$ cat config.mk
export PLATFORM = sky130hd
export DESIGN_NAME = digit_scan_decoder
export DESIGN_NICKNAME = d
export VERILOG_FILES = /design/src/rtl/digit_scan_decoder_pkg.sv /design/src/rtl/digit_scan_decoder_scan_prescaler.sv /design/src/rtl/digit_scan_decoder.sv
export SDC_FILE = /design/constraint.sdc
export NUM_CORES = 1
export LEC_CHECK = 0
export CAP_MARGIN = 20
export CORE_MARGIN = 2
export CORE_UTILIZATION = 56
export DETAILED_ROUTE_END_ITERATION = 16
export MAX_ROUTING_LAYER = met4
export PLACE_DENSITY = 0.86
export RECOVER_POWER = 50
export SLEW_MARGIN = 20
export SYNTH_ARGS = -nofsm -noshare
export SYNTH_HDL_FRONTEND = slang
export SYNTH_HIERARCHICAL = 1
export SYNTH_SLANG_ARGS = --single-unit
export TNS_END_PERCENT = 10
$ cat constraint.sdc
create_clock -name clk -period 4.05 [get_ports clk]
set_clock_uncertainty 0.15 [all_clocks]
set_input_delay 0.6075 -clock clk [delete_from_list [all_inputs] [get_ports clk]]
set_output_delay 0.6075 -clock clk [all_outputs]
set_load 0.05 [all_outputs]
$ cat src/rtl/digit_scan_decoder_pkg.sv
// Shared constants for the digit scan decoder: mode encoding and default widths.
package digit_scan_decoder_pkg;

  typedef enum logic {
    MODE_DIRECT = 1'b0,
    MODE_SCAN   = 1'b1
  } mode_e;

  localparam int unsigned DEF_SEL_W = 3;
  localparam int unsigned DEF_DIV_W = 16;

endpackage

$ cat src/rtl/digit_scan_decoder_scan_prescaler.sv
// Scan-step prescaler: counts 0..div while running and pulses tick on the
// terminal count. Held at zero whenever not running.
module scan_prescaler
  import digit_scan_decoder_pkg::*;
#(
  parameter int unsigned DIV_W = DEF_DIV_W
) (
  input  logic             clk,
  input  logic             rst,
  input  logic             run,
  input  logic [DIV_W-1:0] div,
  output logic             tick
);

  logic [DIV_W-1:0] cnt;

  // Terminal compare uses >= so lowering div below the running count
  // wraps at once instead of waiting for the counter to overflow.
  assign tick = run && (cnt >= div);

  // Count register: clears on reset, when idle, and after each tick.
  always_ff @(posedge clk) begin
    if (rst || !run) begin
      cnt <= '0;
    end else if (tick) begin
      cnt <= '0;
    end else begin
      cnt <= cnt + DIV_W'(1);
    end
  end

endmodule

$ cat src/rtl/digit_scan_decoder.sv
// Digit select decoder with direct decode and masked auto-scan. The
// next-enabled-index search and the one-hot decode are combinational; idx,
// data_out and frame_done are all registered on the same edge.
module digit_scan_decoder
  import digit_scan_decoder_pkg::*;
#(
  parameter int unsigned SEL_W      = DEF_SEL_W,
  parameter int unsigned DIV_W      = DEF_DIV_W,
  parameter bit          ACTIVE_LOW = 1'b1
) (
  input  logic                  clk,
  input  logic                  rst,
  input  logic                  ena,
  input  logic                  mode,
  input  logic [SEL_W-1:0]      data_in,
  input  logic [2**SEL_W-1:0]   mask,
  input  logic [DIV_W-1:0]      div,
  output logic [2**SEL_W-1:0]   data_out,
  output logic [SEL_W-1:0]      idx,
  output logic                  frame_done
);

  localparam int unsigned N = 2**SEL_W;
  localparam logic [N-1:0] INACTIVE = ACTIVE_LOW ? '1 : '0;

  mode_e            mode_sel;
  logic             run;
  logic             tick;
  logic             any_enabled;
  logic [SEL_W-1:0] scan_next;
  logic [SEL_W-1:0] idx_nxt;
  logic             frame_nxt;
  logic [N-1:0]     onehot;
  logic [N-1:0]     out_nxt;
  logic             active;

  assign mode_sel    = mode_e'(mode);
  assign run         = ena && (mode_sel == MODE_SCAN);
  assign any_enabled = |mask;

  scan_prescaler #(
    .DIV_W (DIV_W)
  ) u_prescaler (
    .clk  (clk),
    .rst  (rst),
    .run  (run),
    .div  (div),
    .tick (tick)
  );

  // Circular search starting just above idx. Walking the offsets from
  // largest to smallest lets the nearest enabled index win; offset N lands
  // on idx itself, which covers the single-enabled-bit wrap.
  always_comb begin
    logic [SEL_W-1:0] cand;
    scan_next = idx;
    cand      = idx;
    for (int unsigned k = N; k >= 1; k--) begin
      cand = idx + SEL_W'(k);
      if (mask[cand]) begin
        scan_next = cand;
      end
    end
  end

  // Next index and wrap detection for direct, scan and frozen cases.
  always_comb begin
    idx_nxt   = idx;
    frame_nxt = 1'b0;
    if (ena) begin
      if (mode_sel == MODE_DIRECT) begin
        idx_nxt = data_in;
      end else if (tick && any_enabled) begin
        idx_nxt   = scan_next;
        frame_nxt = (scan_next <= idx);
      end
    end
  end

  // Decode the new index, blanking when disabled or the slot is masked off.
  always_comb begin
    onehot          = '0;
    onehot[idx_nxt] = 1'b1;
    active          = ena && ((mode_sel == MODE_DIRECT) || mask[idx_nxt]);
    if (!active) begin
      out_nxt = INACTIVE;
    end else if (ACTIVE_LOW) begin
      out_nxt = ~onehot;
    end else begin
      out_nxt = onehot;
    end
  end

  // Output registers; reset overrides every other input.
  always_ff @(posedge clk) begin
    if (rst) begin
      idx        <= '0;
      data_out   <= INACTIVE;
      frame_done <= 1'b0;
    end else begin
      idx        <= idx_nxt;
      data_out   <= out_nxt;
      frame_done <= frame_nxt;
    end
  end

endmodule

Word level (Yosys, flattened, before mapping) --
Index checks and enable logic that the tools add are counted.
Word-level totals: register bits after elaboration 28, latch bits 0, bits in writable memories 0, bits in read-only memories 0, input port bits 31, output and inout bits 12, memories kept 0
Operators by class: add/subtract/negate cells 8, multipliers 0, divide/modulo/power cells 0, order comparisons 11, eq/ne operators 0, shifts and indexed selects 0, mux-type cells 28, bitwise logic cells 5, reductions and logical operators 12
Operators by type and width (count):
- $lt A3 B4 Y1 const B | 8
- $mux W3 | 10
- $bmux W1 S3 | 8
- $add A16 B1 Y16 const B | 1
- $ge A16 B16 Y1 | 1
- $add A3 B3 Y3 const B | 4
- $mux W1 | 9
- $not A8 Y8 | 1
- $reduce_or A8 Y1 | 1
- $add A3 B2 Y3 const B | 2
- $logic_and A1 B1 Y1 | 5
- $not A1 Y1 | 4
- $reduce_or A2 Y1 | 2
- $reduce_or A4 Y1 | 1
- $add A3 B1 Y3 const B | 1
- $demux W1 S3 | 1
- $ge A3 B1 Y1 const B | 1
- $le A3 B3 Y1 | 1
- $logic_or A1 B1 Y1 | 2
- $logic_not A1 Y1 | 1

Longest topological paths before layout --
Gate-level depths: netlist (run 1).
depth after elaboration 19, depth in mapped cells 17, gate-level depth less buffers 14

Modules after synthesis --
The synthesis (run 1) kept the hierarchy.
Modules (own cells, without submodules):
- digit_scan_decoder | instances 1, cells an instance 193, area an instance 1710.4 um^2
- scan_prescaler | instances 1, cells an instance 134, area an instance 1224.9 um^2

Least setup slack after synthesis (run 1) --
Ideal clock, no wire load.
path kind register -> register, from register idx[0], to register data_out[2], library setup time 79 ps, arrival 3878 ps, path slack -57 ps, cell stages (with the launch flop) 15, period minus slack after synthesis 4107 ps, cells stage by stage dfxtp_1 -> buf_4 -> buf_6 -> inv_1 -> ha_1 -> buf_6 -> mux2_4 -> mux2_2 -> o221ai_2 -> a2bb2o_4 -> o2111a_1 -> nor2_4 -> mux2i_1 -> o32ai_2 -> o211ai_1
On the way: word-level cells in the longest chain between the ends 19, elaborated cells between the ends (all ways) 43, classes of those cells add/sub: 7; order compare: 2; mux: 28; bitwise: 2; reduce/logical: 4
Ends and longest elaborated chain:
- start: declaration | RTL line digit_scan_decoder.sv:19 | output logic [SEL_W-1:0] idx,
- start signal: assignment | RTL line digit_scan_decoder.sv:101 | idx <= idx_nxt;
- $add A3 B3 Y3 | RTL line digit_scan_decoder.sv:59 | cand = idx + SEL_W'(k);
- $bmux W1 S3 | RTL line digit_scan_decoder.sv:60 | if (mask[cand]) begin
- $mux W1 (implied by the code) | RTL line digit_scan_decoder.sv:60
- $mux W3 (7 in series) | RTL line digit_scan_decoder.sv:60
- $mux W3 | RTL line digit_scan_decoder.sv:73 | end else if (tick && any_enabled) begin
- $mux W3 | RTL line digit_scan_decoder.sv:71 | if (mode_sel == MODE_DIRECT) begin
- $mux W3 (*) | RTL line digit_scan_decoder.sv:70 | if (ena) begin
- branches (longest 6 deep; another with $lt A3 B4 Y1)
- end signal: assignment | RTL line digit_scan_decoder.sv:102 | data_out <= out_nxt;
- end: declaration | RTL line digit_scan_decoder.sv:18 | output logic [2**SEL_W-1:0] data_out,
Mark *: on every way between the ends. The select of a mux whose other input is x is not followed. A chain may end at the register's enable or synchronous reset.

Final worst setup path (run 1) --
from input div[13], to register data_out[3]
On the way: word-level cells in the longest chain between the ends 12, elaborated cells between the ends (all ways) 18, classes of those cells order compare: 3; mux: 7; bitwise: 2; reduce/logical: 6
Ends and longest elaborated chain:
- start: declaration | RTL line digit_scan_decoder.sv:17 | input logic [DIV_W-1:0] div,
- $ge A16 B16 Y1 (*) | RTL line digit_scan_decoder_scan_prescaler.sv:19 | assign tick = run && (cnt >= div);
- $logic_and A1 B1 Y1 (*) | RTL line digit_scan_decoder_scan_prescaler.sv:19
- named net tick | RTL line digit_scan_decoder.sv:28 | logic tick;
- $logic_and A1 B1 Y1 (*) | RTL line digit_scan_decoder.sv:73
- $mux W3 (*) | RTL line digit_scan_decoder.sv:73
- $mux W3 (*) | RTL line digit_scan_decoder.sv:71
- $mux W3 (*) | RTL line digit_scan_decoder.sv:70
- branches (longest 6 deep; another with $lt A3 B4 Y1)
Mark *: on every way through the listed nets, which the timed path passes. The select of a mux whose other input is x is not followed.

==> out/metrics.csv, run 1 <==
metric;value;unit
synthesis.nets;379;
antenna_found_initial;0;
final_nets;439;
cp-startpoint;div[13];
worst-path-max-fanout;5;
setup_ws;0.132;ns
place_ws;-0.207;ns
syn_inst;327;
p_per_area;229;mW/mm^2
clkSinkCount;28;
max_freq;255;MHz
cts_root_buf;clkbuf_8;
clock_latency;0.27;ns
grt_pass1_vias;2637;
hold_start;u_prescaler/cnt[15];
cts_hold_buf;0;
routed_wl;7450;um
drv_cap;0;
start_util;57.8;%
hpwl;5900;um
cp_data_required_time;4.10;ns
crit_arrival;3.97;ns
dieWidth;76.4;um
grt-ovfl-total;0;
hp-class;flop to flop;
synth-seq-cells;28;
diodes;0;
r2r_slack;0.37;ns
coreArea;0.00507;mm^2
dieHeight;76.4;um
area_growth;23.4;%
dr.pass1.iters;6;
seqPwrFrac;34.2;%
cts_buffers;3;
finalSetupViolCount;0;
timing.rr.start;idx[0];
gr-usage-all-layers;26.4;%
fin_crit;3.92;ns
pwr-share-comb;44.9;%
grt_pass1_wl;12500;um
slew_viol_final;0;
tightest_slew;0.916;ns
wl_per_cell;16.3;um
ys.flop_type;dfxtp_1;
end_kind;flop;
drive_gt1_share;20.5;%
clockPowerShare;20.9;%
hold_viol_final;0;
via_per_inst;6.12;
ios;43;
clk_pin_slew;0.09;ns
die_area;0.00584;mm^2
remaining_drc_errors;0;
worst-path-buf-inv;2;
clockBufferDepth;2;
tns;0;ns
vdd_drop_max;157;uV
grt_max_degree;32;
start_kind;input port;
port_buffers;42;
worstPathCellList;clkdlybuf4s50_1 > inv_1 > ha_1 > nand4_1 > or2_4 > nor4_1 > o31a_1 > o21ai_1 > or2_2 > a21oi_1 > o2111a_2 > nor2_4 > a2111oi_4 > o32ai_2 > o211ai_1;
net-switching-power;0.285;mW
critPathMaxStageDelay;0.48;ns
switching_share;34.4;%
synth_warnings;6;
p_int;0.544;mW
path_class;input port to flop;
crit_family;compound AO/OA/AOI/OAI gates;
dr.first_iter.drc_count;152;
row_count;26;
seq_area_frac_synth;19.1;%
postCtsSetupRepairBufs;0;
ant_nets;0;
p_leak;1.42;nW
cp_slowest_cell;clkdlybuf4s50_1;
routabilityCongestion;0.984;
period_share;96.8;%
routed-via-count;2792;
avgSynthCellArea;8.98;um^2
cts.htree.levels;1;
tritoncts;built;
nFillCells;405;
synth_area;0.00294;mm^2
async_flop_share;0;%
rsz0062_at_grt;true;
synth-edff-count;0;
status;complete, no violations;
synth_cell_types;72;
slew_headroom;38.7;%
==> layout by cell type, fill, tap and decap left out, types with 3 or more instances in the layout <==
cell type and n:
a21o_1 3, a21oi_1 10, a221oi_1 3, a221oi_2 3, a22oi_1 3, and2_1 6
and3_1 6, buf_4 30, clkbuf_8 4, clkdlybuf4s50_1 32, dfxtp_1 27, dlygate4sd3_1 10
ha_1 20, inv_1 29, mux2_2 9, mux2i_1 12, mux4_2 5, nand2_1 18
nand2b_1 3, nand3_1 9, nand4_1 11, nor2_1 15, nor2b_1 5, nor3_1 4
nor4_1 17, o21a_1 3, o21ai_0 11, o21ai_1 3, o221ai_2 3, xnor2_1 6
xor2_1 10
==> kinds of logic (layout without fill, tap and decap cells) <==
family / Yosys count / in the layout / synth area share, %
buffers and inverters: 47 / 106 / 7.76
XOR/XNOR: 17 / 17 / 5.33
AND/OR/NAND/NOR: 111 / 111 / 21.8
adder cells (fa/ha/maj): 21 / 21 / 8.95
multiplexers: 30 / 30 / 13.1
AO/OA/AOI/OAI: 73 / 73 / 24.0
flip-flops: 28 / 28 / 19.1
==> cell type report <==
type	count	area [um^2]	share of cell area (%)
Tap cell	70	87.6	2.42
Clock buffer	4	55.1	1.52
Sequential cell	28	562	15.5
Multi-Input combinational cell	252	2160	59.6
Timing Repair Buffer	72	646	17.8
Inverter	30	113	3.11
==> routing by layer <==
layer / GRT usage [%] / up-vias / share of wire, %
li1: - / 1361 / -
met5: - / - / 0
met2: 46.4 / 115 / 50
met3: 2.84 / 16 / 6.1
met4: 5.27 / 0 / 1.8
met1: 32.9 / 1300 / 42
==> synth_stat cells (all sizes together), types with 6 or more instances <==
cell	n	area, um^2
inv	29	109
a21oi	10	50.1
nand2	18	67.6
nand3	11	65.1
mux2	12	143
nor2	16	67.6
and3	6	37.5
xor2	10	87.6
o21ai	14	70.1
a221oi	6	65.1
nand4	11	68.8
nor4	17	106
ha	21	263
dfxtp	28	561
buf	13	100
mux2i	13	130
xnor2	7	68.8
and2	6	37.5
==> power groups by stage <==
stage               Combinational [mW]  Sequential [mW]  Clock [mW]
finish                           0.373            0.283       0.174
global route                     0.403            0.284       0.187
CTS                              0.366            0.283       0.175
detailed placement               0.364            0.290           0
global placement                 0.355            0.290           0
floorplan                        0.248            0.301           0
==> worst register-to-register path, delay by kind of cell (launching register included) <==
| family | cells | cell delay [ns] |
|---|---|---|
| adders and majority gates | 2 | 0.78 |
| muxes | 2 | 0.66 |
| DFF | 1 | 0.35 |
| buffers and inverters | 1 | 0.10 |
| and+or+nand+nor | 3 | 0.53 |
| AOI/OAI and AO/OA | 5 | 1.02 |
==> through the flow <==
stage               instances  hold WS, ns  util (%)  power, mW  cell area [um^2]
detailed placement        452        0.379      70.0      0.654              3550
CTS                       456        0.394      71.1      0.824              3610
finish                    456        0.385      71.4      0.829              3620
global route              456        0.405      71.4      0.874              3620
floorplan                 327        0.335         -      0.549              2940
global placement          452        0.365      70.0      0.645              3550
==> worst paths after layout <==
kind,end,cells after the start
setup / recovery,data_out[3],15
setup reg to reg,frame_done,13
hold reg to reg,u_prescaler/cnt[15],2
hold / removal,u_prescaler/cnt[15],2
==> flip-flops by register name, summed over array words and instances (netlist names) <==
name / cells
frame_done: 1
u_prescaler/cnt: 16
idx: 3
data_out: 8
==> repair_timing <==
item,4_1_cts,5_1_grt
endpoints found under the setup margin,0,9
endpoints found under the hold margin,0,0
gates resized for setup,0,5
No activity file was read; power rests on OpenSTA's default activity.
==> inputs of run 2 (changes only) <==
--- a/config.mk
+++ b/config.mk
@@ -7,4 +7,5 @@
 export LEC_CHECK = 0
 export CAP_MARGIN = 20
+export CORE_ASPECT_RATIO = 1.1
 export CORE_MARGIN = 2
 export CORE_UTILIZATION = 56
==> constraint.sdc (replaced) <==
create_clock -name clk -period 4.05 [get_ports clk]
set_clock_uncertainty 0.15 [all_clocks]
set_input_delay 0.81 -clock clk [delete_from_list [all_inputs] [get_ports clk]]
set_output_delay 0.81 -clock clk [all_outputs]
set_load 0.05 [all_outputs]
==> run 2 against run 1 <==
Sequential power about the same. Sequential share of layout area decreased by 1.3 points. Flip-flop and latch count unchanged. Fmax about the same. Final cell count unchanged. Combinational power increased by 11%. Largest cell class unchanged.
==> out/metrics.csv, run 2 (synthesis gave the netlist of run 1 again) <==
metric;value;unit;change
drive_gt1_share;31.2;%;+11 points
worst-path-max-fanout;4;;-1
tritoncts;built;;
final_area;0.00396;mm^2;+9.3%
grt_pass1_vias;2985;;+13%
via_per_inst;6.85;;+12%
cts.htree.levels;1;;unchanged
start_kind;input port;;
switching_share;35.7;%;+1.3 points
dieWidth;73.0;um;-4.4%
area_growth;34.9;%;
end_kind;flop;;
status;complete, no violations;;
final_util;78.7;%;+7.3 points
cp_data_required_time;4.05;ns;-0.05 ns
clockPowerShare;20.1;%;-0.8 points
ant_nets;0;;unchanged
port_buffers;42;;unchanged
grt_pass1_wl;14000;um;+12%
hp-class;flop to flop;;
tightest_slew;0.574;ns;-0.342 ns
seq_area;562;um^2;unchanged
final_nets;451;;+2.7%
final_cell_mix;41 x buf_4, 27 x dfxtp_1, 19 x inv_1, 19 x clkdlybuf4s50_1, 17 x nand2_1;;
cts_root_buf;clkbuf_8;;
largest_reg_flops;16;;unchanged
dr.pass1.iters;5;;-1
reg_top3;u_prescaler/cnt: 16 flops, data_out: 8 flops, idx: 3 flops;;
routed_wl;9500;um;+27%
clockBufferDepth;2;;unchanged
finalSetupViolCount;0;;unchanged
routabilityCongestion;0.927;;-5.8%
postPlaceCellArea;0.00359;mm^2;+1.1%
max_freq;255;MHz;about the same
seqPwrFrac;32.4;%;-1.8 points
hpwl;6250;um;+5.9%
finalNonFillerCells;456;;unchanged
fin_crit;3.92;ns;+0.000410 ns
p_per_area;221;mW/mm^2;-3.6%
slew_headroom;61.5;%;+23 points
cts_buffers;3;;unchanged
crit_arrival;3.92;ns;-0.05 ns
grt-ovfl-total;0;;unchanged
start_util;58.3;%;+0.47 points
slew_viol_final;0;;unchanged
clkSinkCount;28;;unchanged
total_power;0.874;mW;+5.4%
multi_input_area;0.00239;mm^2;+11%
pwr-share-comb;47.5;%;+2.6 points
die_area;0.00584;mm^2;about the same
antenna_found_initial;0;;unchanged
routed-via-count;3124;;+12%
path_class;input port to flop;;
clock_latency;0.28;ns;about the same
dieHeight;79.9;um;+4.6%
top_register;u_prescaler/cnt;;
ios;43;;unchanged
hold_viol_final;0;;unchanged
coreArea;0.00503;mm^2;-0.81%
holdWs;0.439;ns;+0.0536 ns
gr-usage-all-layers;30.7;%;+4.3 points
final_common_cell;buf_4;;
wl_per_cell;20.8;um;+27%
net-switching-power;0.312;mW;+9.2%
grt_max_degree;33;;+3.1%
vdd_drop_max;142;uV;-9.7%
p_int;0.562;mW;+3.3%
clk_pin_slew;0.10;ns;about the same
remaining_drc_errors;0;;unchanged
period_share;96.8;%;about the same
dr.first_iter.drc_count;274;;+80%
diodes;0;;unchanged
drv_cap;0;;unchanged
nFillCells;313;;-23%
place_inst;447;;-1.1%
p_leak;1.60;nW;+13%
row_count;27;;+3.8%
## run 2: changes by cell type in the layout (fill, tap and decap cells not counted), moves of 10 or more
| cell | delta |
|---|---|
| ha_1 | -10 |
| dlymetal6s2s_1 | +13 |
| ha_4 | +10 |
| inv_2 | +10 |
| clkdlybuf4s50_1 | -13 |
| buf_4 | +11 |
| inv_1 | -10 |
## run 2: final timing paths
path	from	to	slack, ns	cells after the start
hold reg to reg	u_prescaler/cnt[15]	u_prescaler/cnt[15]	0.44	2
setup / recovery	div[1]	data_out[6]	0.13	16
setup reg to reg	idx[0]	data_out[6]	0.16	12
hold / removal	u_prescaler/cnt[15]	u_prescaler/cnt[15]	0.44	2
## run 2: per-stage QoR
stage               TNS (ns)  setup WS, ns
finish                     0         0.131
global route         -0.0718       -0.0538
CTS                        0       0.00466
detailed placement     -3.04        -0.416
global placement       -1.65        -0.242
floorplan                  0         0.123
## run 2: repair_timing
item                                    4_1_cts  5_1_grt
hold buffers                                  0        0
setup buffers                                 1        4
pin swaps                                     6       23
resized for setup                            12       46
endpoints found under the setup margin        8        9
## run 2: cell type report
class	instances	area share, %
clock buffers	4	1.39
well taps	58	1.83
flip-flops and latches	28	14.2
repair buffers	84	19.3
inverters	30	2.84
multi-input cells	252	60.4
## run 2: routing by layer
metal | global-route usage, % | wire (um) | vias up
li1 | - | - | 1387
met1 | 33.5 | 3330 | 1491
met2 | 54.9 | 5090 | 187
met3 | 3.41 | 610 | 59
met4 | 14.6 | 460 | 0
met5 | - | 0 | -
## run 2: critical path: stages
cell and delay [ns]:
clkdlybuf4s50_1 0.47, inv_2 0.04, ha_4 0.22, a2111oi_4 0.47
nor4_4 0.09, o31a_1 0.32, o21ai_2 0.09, buf_4 0.15
buf_4 0.10, nand2_1 0.05, nand2_1 0.11, a22oi_1 0.12
a31oi_4 0.22, o21ai_0 0.19, o221ai_2 0.33, nand4b_1 0.15
## run 2: power groups by stage
stage	combinational, mW	sequential, mW	clock [mW]
4_1_cts	0.391	0.283	0.174
3_5_place_dp	0.377	0.289	0
5_1_grt	0.441	0.284	0.189
2_1_floorplan	0.248	0.301	0
3_3_place_gp	0.364	0.289	0
6_report	0.415	0.283	0.176
